[config.mk]
export PLATFORM = sky130hd
export DESIGN_NAME = mem_bus_arbiter
export DESIGN_NICKNAME = d
export VERILOG_FILES = /design/src/rtl/mem_bus_arbiter.sv
export SDC_FILE = /design/constraint.sdc
export NUM_CORES = 1
export LEC_CHECK = 0
export ABC_AREA = 1
export CAP_MARGIN = 20
export CORE_MARGIN = 8
export CORE_UTILIZATION = 35
export CTS_CLUSTER_DIAMETER = 60
export DETAILED_ROUTE_END_ITERATION = 7
export PLACE_DENSITY = 0.78
export SETUP_SLACK_MARGIN = 0.02
export SYNTH_ARGS = -nofsm -noshare
export SYNTH_HDL_FRONTEND = slang
export SYNTH_SLANG_ARGS = --single-unit
[constraint.sdc]
create_clock -name clk -period 7.85 [get_ports clk]
set_input_delay 1.57 -clock clk [delete_from_list [all_inputs] [get_ports clk]]
set_output_delay 1.57 -clock clk [all_outputs]
set_load 0.01 [all_outputs]
[src/rtl/mem_bus_arbiter.sv]
`default_nettype none
// ============================================================================
//  Module   : mem_bus_arbiter
//  Purpose  : Shares one single-port synchronous memory between the CPU
//             instruction-fetch port and data port. One requester is served at
//             a time. Each access runs through four steps:
//               - the arbiter issues a one-cycle mem_ce access;
//               - it waits MEM_LAT cycles;
//               - it captures mem_rdata;
//               - it pulses the owner's ack for one cycle.
//             The data port has priority, but a pending fetch wins after
//             STARVE_MAX consecutive data grants.
//  Ports    :
//    clk, rst                  clock, asynchronous active-high reset
//    if_req/if_addr            fetch request and byte address
//    if_rdata/if_ack           fetch read data, one-cycle completion pulse
//    d_req/d_we/d_sel          data request, write enable, byte enables
//    d_addr/d_wdata            data byte address and write data
//    d_rdata/d_ack             data read data, one-cycle completion pulse
//    stallreq                  pipeline stall while any request is outstanding
//    mem_ce/mem_we/mem_sel     memory chip enable, write enable, byte enables
//    mem_addr/mem_wdata        memory address and write data
//    mem_rdata                 memory read data
//  Revision : 1.0 - initial release
// ============================================================================
module mem_bus_arbiter #(
  parameter int unsigned MEM_LAT    = 2,
  parameter int unsigned STARVE_MAX = 4
) (
  input  logic        clk,
  input  logic        rst,
  input  logic        if_req,
  input  logic [31:0] if_addr,
  output logic [31:0] if_rdata,
  output logic        if_ack,
  input  logic        d_req,
  input  logic        d_we,
  input  logic [3:0]  d_sel,
  input  logic [31:0] d_addr,
  input  logic [31:0] d_wdata,
  output logic [31:0] d_rdata,
  output logic        d_ack,
  output logic        stallreq,
  output logic        mem_ce,
  output logic        mem_we,
  output logic [3:0]  mem_sel,
  output logic [31:0] mem_addr,
  output logic [31:0] mem_wdata,
  input  logic [31:0] mem_rdata
);

  localparam logic [3:0] LAT_LOAD   = 4'(MEM_LAT);
  localparam logic [3:0] STARVE_LIM = 4'(STARVE_MAX);

  typedef enum logic [1:0] {
    IDLE   = 2'd0,
    ACCESS = 2'd1,
    WAIT   = 2'd2,
    RESP   = 2'd3
  } state_t;

  state_t      state, state_nxt;
  logic        grant_d, grant_d_nxt;     // 1 = data port owns the transaction
  logic        grant_we, grant_we_nxt;   // owner's access is a write
  logic [3:0]  wait_cnt, wait_cnt_nxt;
  logic [3:0]  starve_cnt, starve_cnt_nxt;
  logic        mem_ce_nxt, mem_we_nxt;
  logic [3:0]  mem_sel_nxt;
  logic [31:0] mem_addr_nxt, mem_wdata_nxt;
  logic        if_ack_nxt, d_ack_nxt;
  logic [31:0] if_rdata_nxt, d_rdata_nxt;

  // Data wins unless a fetch is waiting and has already been passed over
  // STARVE_MAX times in a row.
  logic grant_data_w;
  assign grant_data_w = d_req & (~if_req | (starve_cnt < STARVE_LIM));

  always_comb begin
    state_nxt      = state;
    grant_d_nxt    = grant_d;
    grant_we_nxt   = grant_we;
    wait_cnt_nxt   = wait_cnt;
    starve_cnt_nxt = starve_cnt;
    // Memory strobes are only non-zero during the single ACCESS cycle.
    mem_ce_nxt     = 1'b0;
    mem_we_nxt     = 1'b0;
    mem_sel_nxt    = 4'b0000;
    mem_addr_nxt   = 32'h0;
    mem_wdata_nxt  = 32'h0;
    if_ack_nxt     = 1'b0;
    d_ack_nxt      = 1'b0;
    if_rdata_nxt   = if_rdata;
    d_rdata_nxt    = d_rdata;

    case (state)
      IDLE: begin
        if (grant_data_w) begin
          state_nxt     = ACCESS;
          grant_d_nxt   = 1'b1;
          grant_we_nxt  = d_we;
          mem_ce_nxt    = 1'b1;
          mem_we_nxt    = d_we;
          mem_sel_nxt   = d_sel;
          mem_addr_nxt  = d_addr;
          mem_wdata_nxt = d_wdata;
          if (if_req)
            starve_cnt_nxt = (starve_cnt == 4'hF) ? 4'hF : starve_cnt + 4'd1;
        end else if (if_req) begin
          state_nxt      = ACCESS;
          grant_d_nxt    = 1'b0;
          grant_we_nxt   = 1'b0;
          mem_ce_nxt     = 1'b1;
          mem_sel_nxt    = 4'b1111;
          mem_addr_nxt   = if_addr;
          starve_cnt_nxt = 4'd0;
        end
      end
      ACCESS: begin
        wait_cnt_nxt = LAT_LOAD;
        state_nxt    = WAIT;
      end
      WAIT: begin
        wait_cnt_nxt = wait_cnt - 4'd1;
        // wait_cnt==1 marks the cycle mem_rdata is valid.
        if (wait_cnt <= 4'd1) begin
          wait_cnt_nxt = 4'd0;
          state_nxt    = RESP;
          if (grant_d) begin
            d_rdata_nxt = grant_we ? 32'h0 : mem_rdata;
            d_ack_nxt   = 1'b1;
          end else begin
            if_rdata_nxt = mem_rdata;
            if_ack_nxt   = 1'b1;
          end
        end
      end
      RESP: begin
        // No grant here, so a req still high during its ack is not re-issued.
        state_nxt = IDLE;
      end
      default: state_nxt = IDLE;
    endcase

    // A fetch that is not asking cannot be starved.
    if (!if_req)
      starve_cnt_nxt = 4'd0;
  end

  always_ff @(posedge clk or posedge rst) begin
    if (rst) begin
      state      <= IDLE;
      grant_d    <= 1'b0;
      grant_we   <= 1'b0;
      wait_cnt   <= 4'd0;
      starve_cnt <= 4'd0;
      mem_ce     <= 1'b0;
      mem_we     <= 1'b0;
      mem_sel    <= 4'b0000;
      mem_addr   <= 32'h0;
      mem_wdata  <= 32'h0;
      if_ack     <= 1'b0;
      d_ack      <= 1'b0;
      if_rdata   <= 32'h0;
      d_rdata    <= 32'h0;
    end else begin
      state      <= state_nxt;
      grant_d    <= grant_d_nxt;
      grant_we   <= grant_we_nxt;
      wait_cnt   <= wait_cnt_nxt;
      starve_cnt <= starve_cnt_nxt;
      mem_ce     <= mem_ce_nxt;
      mem_we     <= mem_we_nxt;
      mem_sel    <= mem_sel_nxt;
      mem_addr   <= mem_addr_nxt;
      mem_wdata  <= mem_wdata_nxt;
      if_ack     <= if_ack_nxt;
      d_ack      <= d_ack_nxt;
      if_rdata   <= if_rdata_nxt;
      d_rdata    <= d_rdata_nxt;
    end
  end

  assign stallreq = (if_req & ~if_ack) | (d_req & ~d_ack);

endmodule
`default_nettype wire

==> summary.md, run 1 <==
| Metric | Value |
|---|---|
| Clock buffer depth | 2 |
| Average vias per placed instance | 4.93 |
| Clock Latency Late Sink | 0.41 ns |
| Hold depth | 2 |
| RSZ-0062 raised after global routing | false |
| Reg2Reg Capture Point | d_rdata[3] |
| Post-place instance area | 9150 um2 |
| Hold buffers post-CTS | 0 |
| Met3 WL post-DR | about 2400 um |
| Core Region | 17,900 um2 |
| TritonCTS buffer count | 17 |
| Cell Chain, Critical Path | clkdlybuf4s50_1 > buf_4 > inv_1 > o22ai_1 > clkdlybuf4s50_1 |
| Commonest non-fill, non-tap cells in the layout | 273 x clkdlybuf4s50_1, 191 x nand2_1, 148 x dfrtp_1 |
| Die Span X | 151 um |
| Maximum clock frequency | 206 MHz |
| Final Max Slew Viols | 0 |
| Clk root buf | clkbuf_16 |
| # IOs | 274 |
| # nets final | 1,104 |
| Min-delay src | if_rdata[5] |
| Synthesized area | between 6000 and 7000 um2 |
| Most common cell after layout, fill and taps aside | clkdlybuf4s50_1 |
| Postcts setup bufs | 0 |
| IO buf count | 273 |
| 1st-pass router iterations | 5 |
| Initial drt markers | 310 |
| Post-route cell area | 9750 um2 |
| Total track usage | 18.3% |
| Syn Nets | 858 |
| Worst vdd ir | 179 uV |
| Die Area | about 23,000 um2 |
| Final Util | 54.4% |
| Clk slew on worst S/H paths | 0.06 ns |
| Row cnt | 49 |
| Max_slew headroom | 32.2% |
| Synth area leader | dfrtp_1 |
| CTS tree | yes |
| Crit path time final | just under 5 ns |
| Critical Path RT | 6.28 ns |
| ANT cells | 0 |
| Largest cells by area after synthesis | dfrtp_1 58%, nand2_1 11%, nand4_1 10% |
| Initial antenna violation count | 0 |
| Number of global-route vias before repair | 6,013 |
| Syn-to-layout area delta | 53.4% |
| Setup-failing EPs final | 0 |
| Status | completed |
| Residual DRC | 0 |
| Metal1 wirelength | 8050 um |
| WL/cell | 17.1 um |
| Met2 WL | 9600 um |
| Hold Crit Class | flip-flop to flip-flop |
| CP Class | input pin to output port |
| Post-Syn Instances | a little over 700 |
| Critical Path AT | ~3.3 ns |
| CP Launch Type | input pin |
| Non-Filler Instances | 1,203 |
| Critical path's most frequent cell | clkdlybuf4s50_1 |
| Post-synthesis cell type count | 25 |
| Final TNS setup | 0 ns |
| Starting Density | between 30% and 40% |
| Warnings from Yosys | 0 |
| Reg-to-reg slack, setup | 5.22 ns |
| Vias | ~6,000 |
| Placer Congestion | 0.786 |
| Worst-Margin Slew | around 1.0 ns |
| Leakage | 4.86 nW |
| Crit. End Element | output port |
| Power, Total | roughly 0.0035 W |
| Tcrit/Tclk final | 61.8% |
| Seq/Total Area, Yosys | 58.3% |
| Top Layer Used | met4 |
| Die H | 151 um |
| Crit Path Max Fanout | 42 |
| Register area | 3700 um2 |
| DRT Wirelength | approximately 21,000 um |
| Depth of the CTS H-tree | 4 |
| Post-cts repair resize count | 0 |
| Detail Route Antenna Nets | 0 |
| Power per cell area | 355 nW/um2 |
| Slowest cell on the critical path | clkdlybuf4s50_1 |
| Detail Placement HPWL | roughly 15,000 um |
| GRT overflow | 0 |
| Share of cells above drive strength 1 | about 5% |
| Clock sink total | 148 |
| Final Hold Viols | 0 |
| Yosys top cell area share | about three fifths |
| Post-synthesis sequential element count | 148 |
| Multi-input logic area | between 2000 and 2500 um2 |
| MaxCap Viol Count | 0 |
| Hold EP | if_rdata[5] |
| Worst r2r src | state[0] |
| Largest net degree at the start of global routing | 89 |
| Max stage delay on crit path | 0.56 ns |
| Worst R2R Path Depth | 6 |
| Fillcell total | 1,610 |
| Global-route wire length before repair | between 30,000 and 40,000 um |
| Syn_area_per_cell | between 8 and 9 um2 |
| Skew final | 0.00960 ns |
| Placed cell count | 1,172 |
report_power, final:
| part | internal, W | total (W) | switching, W |
|---|---|---|---|
| registers | 0.00103 | 0.00116 | 0.000138 |
| clock network | 0.000516 | 0.000829 | 0.000313 |
| logic | 0.000669 | 0.00147 | 0.000796 |
kinds of logic after synthesis:
group           after synthesis  share of synthesized area (%)
xor+xnor                      1                          0.138
compound gates               10                          0.866
fa+ha+maj                     5                          0.985
simple gates                411                           29.6
buf+inv                     141                           10.1
flops                       148                           58.3
sequential cells by signal, summed over array words and instances (netlist names), 2 cells and up:
register	cells
mem_addr	32
wait_cnt	4
if_rdata	32
state	2
mem_wdata	32
d_rdata	32
starve_cnt	4
mem_sel	4
critical path: cells and delay by family:
kind / cells / cell delay (ns)
buffers and inverters: 4 / 1.53
AOI/OAI and AO/OA: 1 / 0.16
worst max path at each step:
stage,from,end,cells past startpoint
floorplan,rst,d_ack,1
global placement,d_req,stallreq,5
detailed placement,d_req,stallreq,5
CTS,d_req,stallreq,5
global route,d_req,stallreq,5
finish,d_req,stallreq,5
cells in the mapped netlist:
| cell | n |
|---|---|
| a21oi_1 | 1 |
| buf_1 | 1 |
| buf_2 | 27 |
| buf_4 | 3 |
| buf_6 | 9 |
| clkbuf_1 | 14 |
| dfrtp_1 | 148 |
| ha_1 | 5 |
| inv_1 | 83 |
| inv_2 | 4 |
| nand2_1 | 191 |
| nand2_2 | 1 |
| nand3_1 | 39 |
| nand3_2 | 1 |
| nand4_1 | 103 |
| nand4_2 | 2 |
| nor2_1 | 71 |
| nor2_2 | 1 |
| nor3_1 | 1 |
| o21ai_0 | 4 |
| o21ai_1 | 3 |
| o21ai_2 | 1 |
| o22ai_1 | 1 |
| or2_2 | 1 |
| xor2_1 | 1 |
metal layers:
layer / vias up / track usage [%]
met1: 2789 / 22.1
met5: - / 0
li1: 2803 / -
met2: 307 / 28.3
met3: 33 / 7.63
met4: 0 / 7.52
metrics by stage:
stage                     setup slack [ns]  hold WS (ns)
after floorplan                       2.30         0.442
after global placement                3.01         0.461
after detailed placement              3.02         0.465
after CTS                             3.03         0.481
after global routing                  2.92         0.492
final                                 3.00         0.477
layout make-up:
type | instances | area share [%]
multi-input cells | 427 | 20.7
repair buffers | 281 | 28.9
clock buffers | 23 | 4.80
clock inverters | 8 | 1.28
inverters | 87 | 3.40
well taps | 229 | 2.94
flip-flops and latches | 148 | 38.0
Power figures use the tool's default switching activity.
==> inputs of run 2 (changes only) <==
==> constraint.sdc (replaced) <==
create_clock -name clk -period 4.9 [get_ports clk]
set_input_delay 0.98 -clock clk [delete_from_list [all_inputs] [get_ports clk]]
set_output_delay 0.98 -clock clk [all_outputs]
set_load 0.01 [all_outputs]
==> summary.md, run 2 (synthesis results as in run 1) <==
| Metric | Value |
|---|---|
| Status | completed |
| Clk slew on worst S/H paths | about 0.060 ns |
| Hold Crit Class | flip-flop to flip-flop |
| 1st-pass router iterations | 5 |
| Critical Path AT | ~2.4 ns |
| MaxCap Viol Count | 0 |
| Critical Path RT | 3.92 ns |
| IO buf count | 273 |
| Clock buffer depth | 2 |
| Met3 usage | 8.87% |
| Hold Worst Slack | between 0.4 and 0.5 ns |
| Leakage | 4.82 nW |
| TritonCTS buffer count | 17 |
| Detail Route Antenna Nets | 0 |
| Post-route cell area | 9710 um2 |
| Placer Congestion | 0.795 |
| Skew final | 0.00897 ns |
| Crit Path Max Fanout | 5 |
| Crit. End Element | output port |
| Row cnt | 49 |
| # IOs | 274 |
| Met2 Resource Use GR | between 20% and 30% |
| Commonest non-fill, non-tap cells in the layout | 273 x clkdlybuf4s50_1, 191 x nand2_1, 148 x dfrtp_1 |
| Starting Density | between 30% and 40% |
| Worst vdd ir | 293 uV |
| Initial drt markers | 404 |
| Tcrit/Tclk final | approximately two thirds |
| Grt met1 use | between 20 and 25% |
| CP Launch Type | input pin |
| Detail Placement HPWL | approximately 15,000 um |
| Worst-Margin Slew | 1.01 ns |
| Hold buffers post-CTS | 0 |
| Final TNS setup | 0 ns |
| Final Util | between 50% and 60% |
| Vias | 5,777 |
| Final Hold Viols | 0 |
| Largest net degree at the start of global routing | around 80 |
| Setup WS pre-CTS | 1.56 ns |
| Number of global-route vias before repair | 5,837 |
| CP Class | input pin to output port |
| Clk root buf | clkbuf_16 |
| Die H | 151 um |
| Setup WS post-layout | between 1.5 and 2 ns |
| Post-place instance area | 9170 um2 |
| WL/cell | approximately 17 um |
| Setup-failing EPs final | 0 |
| Fillcell total | about 1,600 |
| Initial antenna violation count | 0 |
| Most common cell after layout, fill and taps aside | clkdlybuf4s50_1 |
| Die Span X | ~150 um |
| Most Crowded Layer GR | met2 |
| Final Max Slew Viols | 0 |
| Postcts setup bufs | 0 |
| # nets final | 1,105 |
| Crit path time final | 3.33 ns |
| RSZ-0062 raised after global routing | false |
| Power per cell area | approximately 550 nW/um2 |
| Core Region | 17,900 um2 |
| Clock sink total | 148 |
| Total track usage | 17.5% |
| Post-cts repair resize count | 0 |
| Depth of the CTS H-tree | 4 |
| CTS tree | yes |
| Residual DRC | 0 |
| GRT overflow | 0 |
| Average vias per placed instance | 4.79 |
| Max_slew headroom | 32.2% |
| Maximum clock frequency | 301 MHz |
| Die Area | 22,700 um2 |
| Syn-to-layout area delta | 52.8% |
| ANT cells | 0 |
| Share of cells above drive strength 1 | 5.64% |
| DRT Wirelength | 19,900 um |
| Global-route wire length before repair | around 31,000 um |
| Clock Latency Late Sink | 0.41 ns |
==> run 2: per-stage QoR <==
| stage | total power [W] | cells |
|---|---|---|
| after floorplan | 0.00306 | 716 |
| after global placement | 0.00418 | 1172 |
| after detailed placement | 0.00425 | 1173 |
| after CTS | 0.00545 | 1205 |
| after global routing | 0.00575 | 1205 |
| final | 0.00538 | 1205 |
==> run 2: path summary, 6_finish.rpt <==
| kind | cells after the start | endpoint | slack [ns] | from |
|---|---|---|---|---|
| max | 4 | stallreq | 1.57 | if_req |
| min | 2 | d_rdata[31] | 0.48 | d_rdata[31] |
| max reg2reg | 5 | if_rdata[30] | 2.37 | grant_d |
| min reg2reg | 2 | d_rdata[31] | 0.48 | d_rdata[31] |
| max in group asynchronous | 3 | mem_sel[2] | 2.85 | rst |
| min in group asynchronous | 2 | d_rdata[19] | 1.12 | rst |
==> run 2: layer usage <==
metal | wire [um] | up-vias
met5 | 0 | -
met4 | 158 | 0
met3 | 2390 | 11
met2 | 9670 | 252
met1 | 7720 | 2708
li1 | - | 2806
==> run 2: critical path: stages <==
cell	delay, ns
clkdlybuf4s50_1	0.55
inv_1	0.11
o22ai_1	0.15
clkdlybuf4s50_1	0.56
==> run 2: final cells by class <==
| cell class | instances | area (um2) | area share, % |
|---|---|---|---|
| flip-flops and latches | 148 | 3700 | 38.2 |
| repair buffers | 282 | 2830 | 29.2 |
| multi-input cells | 427 | 2020 | 20.8 |
| clock buffers | 17 | 425 | 4.38 |
| inverters | 87 | 330 | 3.40 |
| well taps | 229 | 287 | 2.95 |
| clock inverters | 15 | 109 | 1.12 |
==> run 2: power by group <==
group | total, W | internal (W) | switching, W
clock | 0.00118 | 0.000649 | 0.000527
combinational | 0.00235 | 0.00108 | 0.00127
sequential | 0.00185 | 0.00164 | 0.000212
total | 0.00538 | 0.00337 | 0.00201
